**config.mk**
```make
export PLATFORM = sky130hd
export DESIGN_NAME = atcbmc200_slv_arb_flat
export DESIGN_NICKNAME = d
export VERILOG_FILES = /design/src/rtl/atcbmc200_slv_arb_pkg.sv /design/src/rtl/atcbmc200_slv_arb_if.sv /design/src/rtl/atcbmc200_rr_pick.sv /design/src/rtl/atcbmc200_slv_arb.sv /design/src/flat_wrapper.sv
export SDC_FILE = /design/constraint.sdc
export NUM_CORES = 1
export LEC_CHECK = 0
export CAP_MARGIN = 20
export CELL_PAD_IN_SITES_DETAIL_PLACEMENT = 1
export CELL_PAD_IN_SITES_GLOBAL_PLACEMENT = 2
export CORE_AREA = 2 2 67 69
export CTS_CLUSTER_DIAMETER = 120
export DETAILED_ROUTE_END_ITERATION = 12
export DIE_AREA = 0 0 69 71
export DONT_BUFFER_PORTS = 1
export GPL_TIMING_DRIVEN = 0
export PLACE_DENSITY = 0.78
export SKIP_LAST_GASP = 1
export SYNTH_ARGS = -nofsm -noshare
export SYNTH_HDL_FRONTEND = slang
export SYNTH_SLANG_ARGS = --single-unit
```
**constraint.sdc**
```tcl
create_clock -name hclk -period 2.4 [get_ports hclk]
set_input_delay 0.48 -clock hclk [delete_from_list [all_inputs] [get_ports hclk]]
set_output_delay 0.48 -clock hclk [all_outputs]
set_load 0.05 [all_outputs]
```
**src/rtl/atcbmc200_slv_arb_pkg.sv**
```systemverilog
// Shared types and helpers for the bus-matrix slave-port arbiter.
package atcbmc200_slv_arb_pkg;

    localparam int unsigned NUM_MST  = 4;
    localparam int unsigned MST_ID_W = $clog2(NUM_MST);

    typedef enum logic [1:0] {
        ARB_IDLE = 2'd0,
        ARB_OWN  = 2'd1,
        ARB_LOCK = 2'd2
    } arb_state_e;

    // Address-phase grant bundle kept as one register
    typedef struct packed {
        logic [NUM_MST-1:0]  vec;
        logic [MST_ID_W-1:0] id;
        logic                vld;
    } arb_gnt_t;

    // Next master index with wrap, so the just-granted master drops to lowest priority
    function automatic logic [MST_ID_W-1:0] mst_inc(input logic [MST_ID_W-1:0] id);
        return (32'(id) == NUM_MST - 1) ? '0 : id + MST_ID_W'(1);
    endfunction

endpackage

```
**src/rtl/atcbmc200_slv_arb_if.sv**
```systemverilog
// Master-side request / arbiter grant bundle for one slave port of the bus matrix.
interface atcbmc200_slv_arb_if;
    import atcbmc200_slv_arb_pkg::*;

    logic [NUM_MST-1:0]  req;
    logic [NUM_MST-1:0]  seq;
    logic [NUM_MST-1:0]  last;
    logic [NUM_MST-1:0]  lock;
    logic                hready;
    logic [NUM_MST-1:0]  gnt;
    logic [MST_ID_W-1:0] gnt_id;
    logic                gnt_vld;
    logic [MST_ID_W-1:0] dat_id;
    logic                dat_vld;

    modport master (
        output req, seq, last, lock, hready,
        input  gnt, gnt_id, gnt_vld, dat_id, dat_vld
    );

    modport slave (
        input  req, seq, last, lock, hready,
        output gnt, gnt_id, gnt_vld, dat_id, dat_vld
    );

endinterface

```
**src/rtl/atcbmc200_rr_pick.sv**
```systemverilog
// Combinational round-robin picker: first set request at or after i_ptr wins.
module atcbmc200_rr_pick #(
    parameter int unsigned N    = 4,
    parameter int unsigned ID_W = 2
) (
    input  logic [N-1:0]    i_req,
    input  logic [ID_W-1:0] i_ptr,
    output logic [N-1:0]    o_win_c,
    output logic [ID_W-1:0] o_win_id_c,
    output logic            o_any_c
);

    logic [ID_W-1:0] w_idx;
    logic            w_found;

    always_comb begin
        o_win_c    = '0;
        o_win_id_c = '0;
        w_found    = 1'b0;
        w_idx      = '0;
        for (int unsigned k = 0; k < N; k++) begin
            w_idx = ID_W'((32'(i_ptr) + k) % N);
            if (!w_found && i_req[w_idx]) begin
                w_found        = 1'b1;
                o_win_id_c     = w_idx;
                o_win_c[w_idx] = 1'b1;
            end
        end
        o_any_c = w_found;
    end

endmodule

```
**src/rtl/atcbmc200_slv_arb.sv**
```systemverilog
// Per-slave-port arbiter: round-robin between bursts, grant held through bursts and locked sequences.
// Optional ATCBMC200_ARB_PARK_EN parks the grant on the last owner when nobody requests.
module atcbmc200_slv_arb
    import atcbmc200_slv_arb_pkg::*;
(
    input  logic               hclk,
    input  logic               hreset,
    atcbmc200_slv_arb_if.slave bus
);

    arb_state_e          r_state, w_state_nxt;
    logic [MST_ID_W-1:0] r_ptr, w_ptr_nxt;
    arb_gnt_t            r_gnt, w_gnt_nxt;
    logic                r_dat_vld, w_dat_vld_nxt;
    logic [MST_ID_W-1:0] r_dat_id, w_dat_id_nxt;

    logic [NUM_MST-1:0]  w_active;
    logic [NUM_MST-1:0]  w_win;
    logic [MST_ID_W-1:0] w_win_id;
    logic                w_any;
    logic                w_own_lock;
    logic                w_release;
    logic                w_rearb;

    assign w_active = bus.req | bus.seq;

    // ptr always sits one past the current owner, so the owner competes last on release
    atcbmc200_rr_pick #(
        .N    (NUM_MST),
        .ID_W (MST_ID_W)
    ) u_pick (
        .i_req      (bus.req),
        .i_ptr      (r_ptr),
        .o_win_c    (w_win),
        .o_win_id_c (w_win_id),
        .o_any_c    (w_any)
    );

    always_comb begin
        w_state_nxt   = r_state;
        w_ptr_nxt     = r_ptr;
        w_gnt_nxt     = r_gnt;
        w_dat_vld_nxt = 1'b0;
        w_dat_id_nxt  = r_dat_id;
        w_rearb       = 1'b0;
        w_own_lock    = bus.lock[r_gnt.id];
        w_release     = !w_own_lock && (!w_active[r_gnt.id] || bus.last[r_gnt.id]);

        unique case (r_state)
            ARB_IDLE: w_rearb = w_any;
            ARB_OWN: begin
                if (w_own_lock)     w_state_nxt = ARB_LOCK;
                else if (w_release) w_rearb     = 1'b1;
            end
            ARB_LOCK: begin
                if (!w_own_lock) begin
                    if (w_release) w_rearb     = 1'b1;
                    else           w_state_nxt = ARB_OWN;
                end
            end
            default: w_state_nxt = ARB_IDLE;
        endcase

        if (w_rearb) begin
            if (w_any) begin
                w_gnt_nxt   = '{vec: w_win, id: w_win_id, vld: 1'b1};
                w_ptr_nxt   = mst_inc(w_win_id);
                w_state_nxt = ARB_OWN;
            end else begin
`ifdef ATCBMC200_ARB_PARK_EN
                w_state_nxt = ARB_OWN;
`else
                w_gnt_nxt   = '0;
                w_state_nxt = ARB_IDLE;
`endif
            end
        end

        // Data phase follows an accepted address phase of the granted master
        if (r_gnt.vld && w_active[r_gnt.id]) begin
            w_dat_vld_nxt = 1'b1;
            w_dat_id_nxt  = r_gnt.id;
        end
    end

    always_ff @(posedge hclk) begin
        if (hreset) begin
            r_state   <= ARB_IDLE;
            r_ptr     <= '0;
            r_gnt     <= '0;
            r_dat_vld <= 1'b0;
            r_dat_id  <= '0;
        end else if (bus.hready) begin
            r_state   <= w_state_nxt;
            r_ptr     <= w_ptr_nxt;
            r_gnt     <= w_gnt_nxt;
            r_dat_vld <= w_dat_vld_nxt;
            r_dat_id  <= w_dat_id_nxt;
        end
    end

    assign bus.gnt     = r_gnt.vec;
    assign bus.gnt_id  = r_gnt.id;
    assign bus.gnt_vld = r_gnt.vld;
    assign bus.dat_vld = r_dat_vld;
    assign bus.dat_id  = r_dat_id;

endmodule
```
**src/flat_wrapper.sv**
```systemverilog
// flat-port wrapper written by rule: the top's interface ports become plain ports
module atcbmc200_slv_arb_flat import atcbmc200_slv_arb_pkg::*;
  (hclk, hreset, bus_req, bus_seq, bus_last, bus_lock, bus_hready, bus_gnt, bus_gnt_id, bus_gnt_vld, bus_dat_id, bus_dat_vld);
  atcbmc200_slv_arb_if bus_i ();
  input  logic hclk;
  input  logic hreset;
  input wire logic [$bits(bus_i.req)-1:0] bus_req;
  input wire logic [$bits(bus_i.seq)-1:0] bus_seq;
  input wire logic [$bits(bus_i.last)-1:0] bus_last;
  input wire logic [$bits(bus_i.lock)-1:0] bus_lock;
  input wire logic [$bits(bus_i.hready)-1:0] bus_hready;
  output wire logic [$bits(bus_i.gnt)-1:0] bus_gnt;
  output wire logic [$bits(bus_i.gnt_id)-1:0] bus_gnt_id;
  output wire logic [$bits(bus_i.gnt_vld)-1:0] bus_gnt_vld;
  output wire logic [$bits(bus_i.dat_id)-1:0] bus_dat_id;
  output wire logic [$bits(bus_i.dat_vld)-1:0] bus_dat_vld;
  assign bus_i.req = bus_req;
  assign bus_i.seq = bus_seq;
  assign bus_i.last = bus_last;
  assign bus_i.lock = bus_lock;
  assign bus_i.hready = bus_hready;
  assign bus_gnt = bus_i.gnt;
  assign bus_gnt_id = bus_i.gnt_id;
  assign bus_gnt_vld = bus_i.gnt_vld;
  assign bus_dat_id = bus_i.dat_id;
  assign bus_dat_vld = bus_i.dat_vld;
  atcbmc200_slv_arb u_core (.hclk(hclk), .hreset(hreset), .bus(bus_i));
endmodule
```
Word-level counts from Yosys, hierarchy flattened
Index checks and enable logic that the tools add are counted.
{"block": "classes", "n_reduce_logical": 21, "eq_ne": 7, "n_bitwise": 4, "add_sub_neg": 4, "order_cmp": 9, "mux": 46}
{"cell": "1-bit 2-to-1 mux", "n": 19}
{"cell": "2-bit 2-to-1 mux", "n": 9}
{"cell": "4-bit 2-to-1 mux", "n": 4}
{"cell": "4-bit OR", "n": 4}
{"cell": "2-bit by 3-bit less-than comparator with 1-bit output (second input constant)", "n": 5}
{"cell": "1-bit binary-select mux with 2-bit select", "n": 7}
{"cell": "1-bit logical AND", "n": 9}
{"cell": "1-bit demux with 2-bit select", "n": 4}
{"cell": "2-bit by 1-bit >= comparator with 1-bit output (second input constant)", "n": 4}
{"cell": "7-bit 2-to-1 mux", "n": 1}
{"cell": "3-bit != test (second input constant)", "n": 2}
{"cell": "2-bit one-hot mux with 3 select lines", "n": 1}
{"cell": "1-bit logical NOT", "n": 5}
{"cell": "5-bit AND reduction", "n": 1}
{"cell": "2-bit by 1-bit adder with 2-bit output (second input constant)", "n": 2}
{"cell": "2-bit adder (second input constant)", "n": 2}
{"cell": "2-bit equality test (second input constant)", "n": 2}
{"cell": "2-bit AND reduction", "n": 2}
{"cell": "3-bit by 1-bit != test with 1-bit output (second input constant)", "n": 1}
{"cell": "3-bit AND reduction", "n": 1}
{"cell": "2-bit by 1-bit equality test with 1-bit output (second input constant)", "n": 1}
{"cell": "2-bit logical NOT", "n": 1}
{"cell": "2-bit by 1-bit != test with 1-bit output (second input constant)", "n": 1}
{"cell": "1-bit one-hot mux with 2 select lines", "n": 1}
{"cell": "2 further kinds", "n": 2}
{"block": "word_totals", "word_cells": 98, "register_bits": 14, "output_inout_bits": 10, "inputBits": 19}

Longest topological paths before layout
Gate-level depths: netlist of the first run.
{"block": "logic_depth", "depth_word": 15, "depth_mapped": 10, "depth_no_buf": 8}

Modules after synthesis
From an unflattened synthesis of the first run, not the netlist that was laid out.
{"block": "hier_totals", "cells_unflattened": 125, "area_unflattened_um2": 1169.9}
{"mod": "atcbmc200_slv_arb", "seq_area_each_um2": 280.3, "n_inst": 1, "cells_per_inst": 80, "area_each_um2": 750.7}
{"mod": "atcbmc200_rr_pick", "seq_area_each_um2": 0.0, "n_inst": 1, "cells_per_inst": 45, "area_each_um2": 419.2}

Worst setup path before layout of the first run
No wires, ideal clock.
{"block": "synth_path", "kind": "reg2reg", "start": "register (tool-made name)", "end": "register u_core.r_gnt, in the netlist u_core.bus.gnt[0]", "required_time_ns": 2.340, "stages_incl_launch_ff": 11, "setup_slack_ns": -0.164, "synth_period_minus_slack_ns": 2.564, "path_buffers": 2, "setup_ns": 0.060, "arrival_ns": 2.504, "cell_sequence": "dfxtp_1 -> buf_2 -> inv_1 -> ha_1 -> clkbuf_1 -> or3b_2 -> a21oi_1 -> a21oi_1 -> o21ai_0 -> a221o_1 -> a22o_1"}
{"element": "end signal: assignment", "line": "atcbmc200_slv_arb.sv:96", "text": "r_gnt <= w_gnt_nxt;"}
{"element": "end: declaration", "line": "atcbmc200_slv_arb.sv:13", "text": "arb_gnt_t r_gnt, w_gnt_nxt;"}

Worst setup path after layout of the first run
{"block": "layout_path", "start": "register u_core.r_gnt, in the netlist u_core.bus.gnt_id[0]", "end": "register u_core.r_gnt, in the netlist u_core.bus.gnt[0]"}
{"block": "layout_via", "elab_chain_cells": 9, "elab_cells_between_ends": 14, "cone_classes": "mux (9); reduce/logical (5)"}
{"element": "1-bit binary-select mux with 2-bit select", "line": "atcbmc200_slv_arb.sv:47", "text": "w_release = !w_own_lock && (!w_active[r_gnt.id] || bus.last[r_gnt.id]);"}
{"element": "1-bit 2-to-1 mux (not written as such)", "line": "atcbmc200_slv_arb.sv:47"}
{"element": "1-bit logical NOT", "line": "atcbmc200_slv_arb.sv:47"}
{"element": "1-bit logical OR", "line": "atcbmc200_slv_arb.sv:47"}
{"element": "1-bit logical AND", "line": "atcbmc200_slv_arb.sv:47"}
{"element": "1-bit 2-to-1 mux", "line": "atcbmc200_slv_arb.sv:53, atcbmc200_slv_arb.sv:57"}
{"element": "1-bit 2-to-1 mux (*)", "line": "atcbmc200_slv_arb.sv:56", "text": "if (!w_own_lock) begin"}
{"element": "1-bit one-hot mux with 2 select lines (*)", "line": "atcbmc200_slv_arb.sv:49", "text": "unique case (r_state)"}
{"element": "2-bit AND reduction (no source line) (*)"}
Mark *: on every way between the ends. The rest lies on a longest branch, timed or not. The select of a mux whose other input is x is not followed.
A chain may end at the register's enable or synchronous reset.

==> run_results.csv, run 1 <==
group,metric,value,unit
place,dpl_cell_area,1390,um2
critical_path,worst_path_class_setup,"flop to flop",
yosys,sequential_element_share_of_the_synthesized_area,0.214,
power_and_ir_drop,total_leakage_power,0.000565,uW
power_and_ir_drop,design_power_total,1800,uW
floorplan,design.die.area,4900,um2
yosys,yosys.cell_types.count,48,
yosys,synthesis.instances,153,
detailed_routing,total_via_count_in_the_routed_design,1164,
yosys,mappedNetlistArea,1310,um2
cells_and_area,num-nets-final,193,
sta,finalHoldViolations,0,
yosys,synth.ff_latch_count,14,
global_route,grt_antenna_before_repair,0,
sta,finalMaxSlewViolations,0,
global_route,groute.usage.overall,0.144,
status,outcome,"completed",
place,detailed_place_hpwl,2750,um
critical_path,critPathArrivalTime,2.41,ns
yosys,avgSynthCellArea,8.58,um2
cts,tritoncts,"yes",
detailed_routing,detail-route-antenna-nets,0,
floorplan,core_area,4200,um2
sta,period_minus_slack,2.27,ns
power_and_ir_drop,internal_power,961,uW
cts,cts_root_buf,"sky130_fd_sc_hd__clkbuf_8",
hold_path,hold_class,"primary input to flop",
detailed_routing,routedWlPerCell,16.4,um
power_and_ir_drop,worst_ir_drop_vdd,0.000260,V
cells_and_area,postLayoutCellArea,1490,um2
cells_and_area,multi_input_area,967,um2
detailed_routing,detail_route.iter0.violations,24,
cells_and_area,area_growth,13.7,%
floorplan,floorplan.initialDensity,0.312,
critical_path,worstSetupStartpointType,"flop",
place,globalplace.congestion,0.769,
critical_path,worstPathRequired,2.54,ns
cts,cts.reportedPaths.clkPinSlew,0.06,ns
cts,tritoncts_buffer_count,3,
global_route,grt_pass1_wl,5820,um
sta,timing.hold.ws,0.482,ns
floorplan,floorplan.die.width,69,um
power_and_ir_drop,combinationalPowerShare,0.603,
place,post-place-ws,-0.278,ns
power_and_ir_drop,power.density,1200,nW/um2
place,post-place-cells,205,
floorplan,design.portCount,29,
floorplan,row_cnt,24,
cells_and_area,layout.filler_cells,521,
sta,post-route-worst-setup-slack,0.127,ns
detailed_routing,via_per_inst,5.52,
cells_and_area,final_cells,211,
cells_and_area,num_antenna_cells,0,
sta,slew_headroom,0.630,
sta,timing.fmax,440,MHz
yosys,synthArstFlopShare,0,
detailed_routing,drt-pass1-iter-count,4,
sta,final-setup-viol-count,0,
global_route,grt_start_max_net_pins,13,
yosys,synth-edff-count,0,
yosys,synth_fp_nets,185,
power_and_ir_drop,p_sw_frac,0.465,
cts,clock-sinks,14,
job,max-cap-violations,0,
place,port_buffers,0,
cts,cts-root-to-sink-buffers,2,
power_and_ir_drop,power.sequential.fraction,0.290,
floorplan,dieHeight,71,um
global_route,globalRoute.totalOverflow,0,
sta,min_period_over_period,0.947,
detailed_routing,routed_wl,3460,um
sta,timing_worst_slew_pin_value,0.555,ns
sta,grt_setup_unrepaired,"false",
power_and_ir_drop,clkPwrFrac,0.107,
critical_path,endpoint_kind,"flop",
cells_and_area,share_of_cells_above_drive_strength_1,0.208,
yosys,postSynth.topFlopCell,"sky130_fd_sc_hd__dfxtp_1",
yosys,synth-warning-count,0,
cts,clk_latency,0.25,ns
cells_and_area,seq_area,293,um2
detailed_routing,total_drc_errors_in_the_routed_layout,0,
critical_path,critical_path_peak_fanout,9,
power_and_ir_drop,net-switching-power,835,uW
sta,final.setup_skew,0.00376,ns
cts,htree_levels,1,
global_route,number_of_global_route_vias_before_repair,1217,
==> worst max-delay path: stages, from the launching register on <==
cell and delay (ns):
sky130_fd_sc_hd__dfxtp_4 0.44, sky130_fd_sc_hd__buf_6 0.16, sky130_fd_sc_hd__mux2_1 0.33, sky130_fd_sc_hd__or4_4 0.44, sky130_fd_sc_hd__and3_4 0.18, sky130_fd_sc_hd__o211a_4 0.25, sky130_fd_sc_hd__and2_4 0.17, sky130_fd_sc_hd__a22o_1 0.17
==> state kept, by name, summed over array words and instances, names as in the netlist, named ones only <==
name,cells
u_core.bus.gnt_id,2
u_core.r_state,2
u_core.r_ptr,1
u_core.bus.gnt_vld,1
u_core.bus.dat_vld,1
u_core.bus.dat_id,2
u_core.bus.gnt,4
==> placed cells by master, fill, tap and decap left out, types with 2 or more instances in the layout <==
cell type / netlist / final
sky130_fd_sc_hd__a211oi_1: 2 / 2
sky130_fd_sc_hd__a21oi_1: 14 / 13
sky130_fd_sc_hd__a221o_1: 4 / 4
sky130_fd_sc_hd__a22o_1: 8 / 8
sky130_fd_sc_hd__buf_2: 3 / 2
sky130_fd_sc_hd__buf_4: 0 / 4
sky130_fd_sc_hd__clkbuf_1: 3 / 2
sky130_fd_sc_hd__clkbuf_8: 0 / 3
sky130_fd_sc_hd__dfxtp_1: 14 / 10
sky130_fd_sc_hd__dfxtp_4: 0 / 3
sky130_fd_sc_hd__ha_1: 13 / 12
sky130_fd_sc_hd__inv_1: 12 / 11
sky130_fd_sc_hd__mux2i_1: 4 / 4
sky130_fd_sc_hd__mux4_2: 2 / 2
sky130_fd_sc_hd__nand2_1: 5 / 5
sky130_fd_sc_hd__nand2b_1: 3 / 3
sky130_fd_sc_hd__nand3_1: 3 / 3
sky130_fd_sc_hd__nor2_1: 12 / 12
sky130_fd_sc_hd__nor2b_1: 3 / 3
sky130_fd_sc_hd__nor3_1: 6 / 6
sky130_fd_sc_hd__nor3b_1: 4 / 4
sky130_fd_sc_hd__o21a_1: 2 / 2
sky130_fd_sc_hd__o21ai_0: 5 / 4
sky130_fd_sc_hd__o41ai_1: 2 / 2
sky130_fd_sc_hd__or4_4: 2 / 2
sky130_fd_sc_hd__xnor2_1: 2 / 2
==> power groups by stage <==
stage / Sequential (uW) / Combinational (uW) / Clock, uW
after floorplan: 481 / 802 / 0
after global placement: 507 / 940 / 0
after detailed placement: 508 / 981 / 0
after CTS: 512 / 1040 / 196
after global routing: 535 / 1190 / 213
final: 521 / 1080 / 191
==> timing repair <==
action,4_1_cts,5_1_grt
hold endpoints to repair,0,0
hold buffers,0,0
endpoints found under the setup margin,11,6
resized for setup,9,5
buffers inserted,1,3
pin swaps,0,3
==> synth_stat cells (2+ instances only) <==
library cell                n  area, um2
sky130_fd_sc_hd__inv_1     12       45.0
sky130_fd_sc_hd__nor2b_1    3       18.8
sky130_fd_sc_hd__dfxtp_1   14        280
sky130_fd_sc_hd__a21oi_1   14       70.1
sky130_fd_sc_hd__mux2i_1    4       40.0
sky130_fd_sc_hd__nand3_1    3       15.0
sky130_fd_sc_hd__o41ai_1    2       17.5
sky130_fd_sc_hd__o21ai_0    5       25.0
sky130_fd_sc_hd__ha_1      13        163
sky130_fd_sc_hd__a221o_1    4       40.0
sky130_fd_sc_hd__nor3_1     6       30.0
sky130_fd_sc_hd__o21a_1     2       15.0
sky130_fd_sc_hd__a22o_1     8       70.1
sky130_fd_sc_hd__or4_4      2       22.5
sky130_fd_sc_hd__mux4_2     2       45.0
sky130_fd_sc_hd__clkbuf_1   3       11.3
sky130_fd_sc_hd__nand2_1    5       18.8
sky130_fd_sc_hd__xnor2_1    2       17.5
sky130_fd_sc_hd__nor3b_1    4       30.0
sky130_fd_sc_hd__nor2_1    12       45.0
sky130_fd_sc_hd__buf_2      3       15.0
sky130_fd_sc_hd__nand2b_1   3       18.8
sky130_fd_sc_hd__a211oi_1   2       15.0
==> metrics by stage <==
| stage | TNS (ns) | util |
|---|---|---|
| after floorplan | 0 | - |
| after global placement | -1.46 | 0.329 |
| after detailed placement | -1.73 | 0.329 |
| after CTS | 0 | 0.346 |
| after global routing | 0 | 0.355 |
| final | 0 | 0.355 |
==> final timing paths <==
| check | from | end | slack [ns] | cells after the start |
|---|---|---|---|---|
| worst max-delay path | u_core.bus.gnt_id[0] | u_core.bus.gnt[0] | 0.13 | 7 |
| worst min-delay path | bus_hready | u_core.bus.dat_vld | 0.48 | 3 |
| worst max register to register | u_core.bus.gnt_id[0] | u_core.bus.gnt[0] | 0.13 | 7 |
| worst min register to register | u_core.r_state[0] | u_core.r_state[0] | 0.63 | 2 |
==> kinds of logic after synthesis <==
group,count (synthesis),share of synthesized area
simple gates,47,0.206
xor+xnor,2,0.0133
mux,10,0.113
buf+inv,20,0.0658
flops,14,0.214
fa+ha+maj,13,0.124
compound gates,47,0.264
==> area by class of cell <==
class                   count  area share
repair buffers              4      0.0201
inverters                  12      0.0327
plain buffers               7      0.0319
well taps                  52      0.0436
flip-flops and latches     14       0.196
multi-input cells         119       0.648
clock buffers               3      0.0277
==> layer usage <==
metal | share of wire | global-route usage
met2 | 0.53 | 0.266
met1 | 0.43 | 0.171
met3 | 0.020 | 0.0142
met5 | 0 | 0
met4 | 0.016 | 0.0566
Note: power is estimated with default switching activity, not from simulation.
==> run 2: changes to the inputs <==
==> constraint.sdc (replaced) <==
create_clock -name hclk -period 2.4 [get_ports hclk]
set_input_delay 0.24 -clock hclk [delete_from_list [all_inputs] [get_ports hclk]]
set_output_delay 0.24 -clock hclk [all_outputs]
set_load 0.05 [all_outputs]
==> results of run 2 <==
The final DEF is identical to that of run 1. Status: completed.
Among the figures that moved: hold slack 0.482 ns -> 0.242 ns
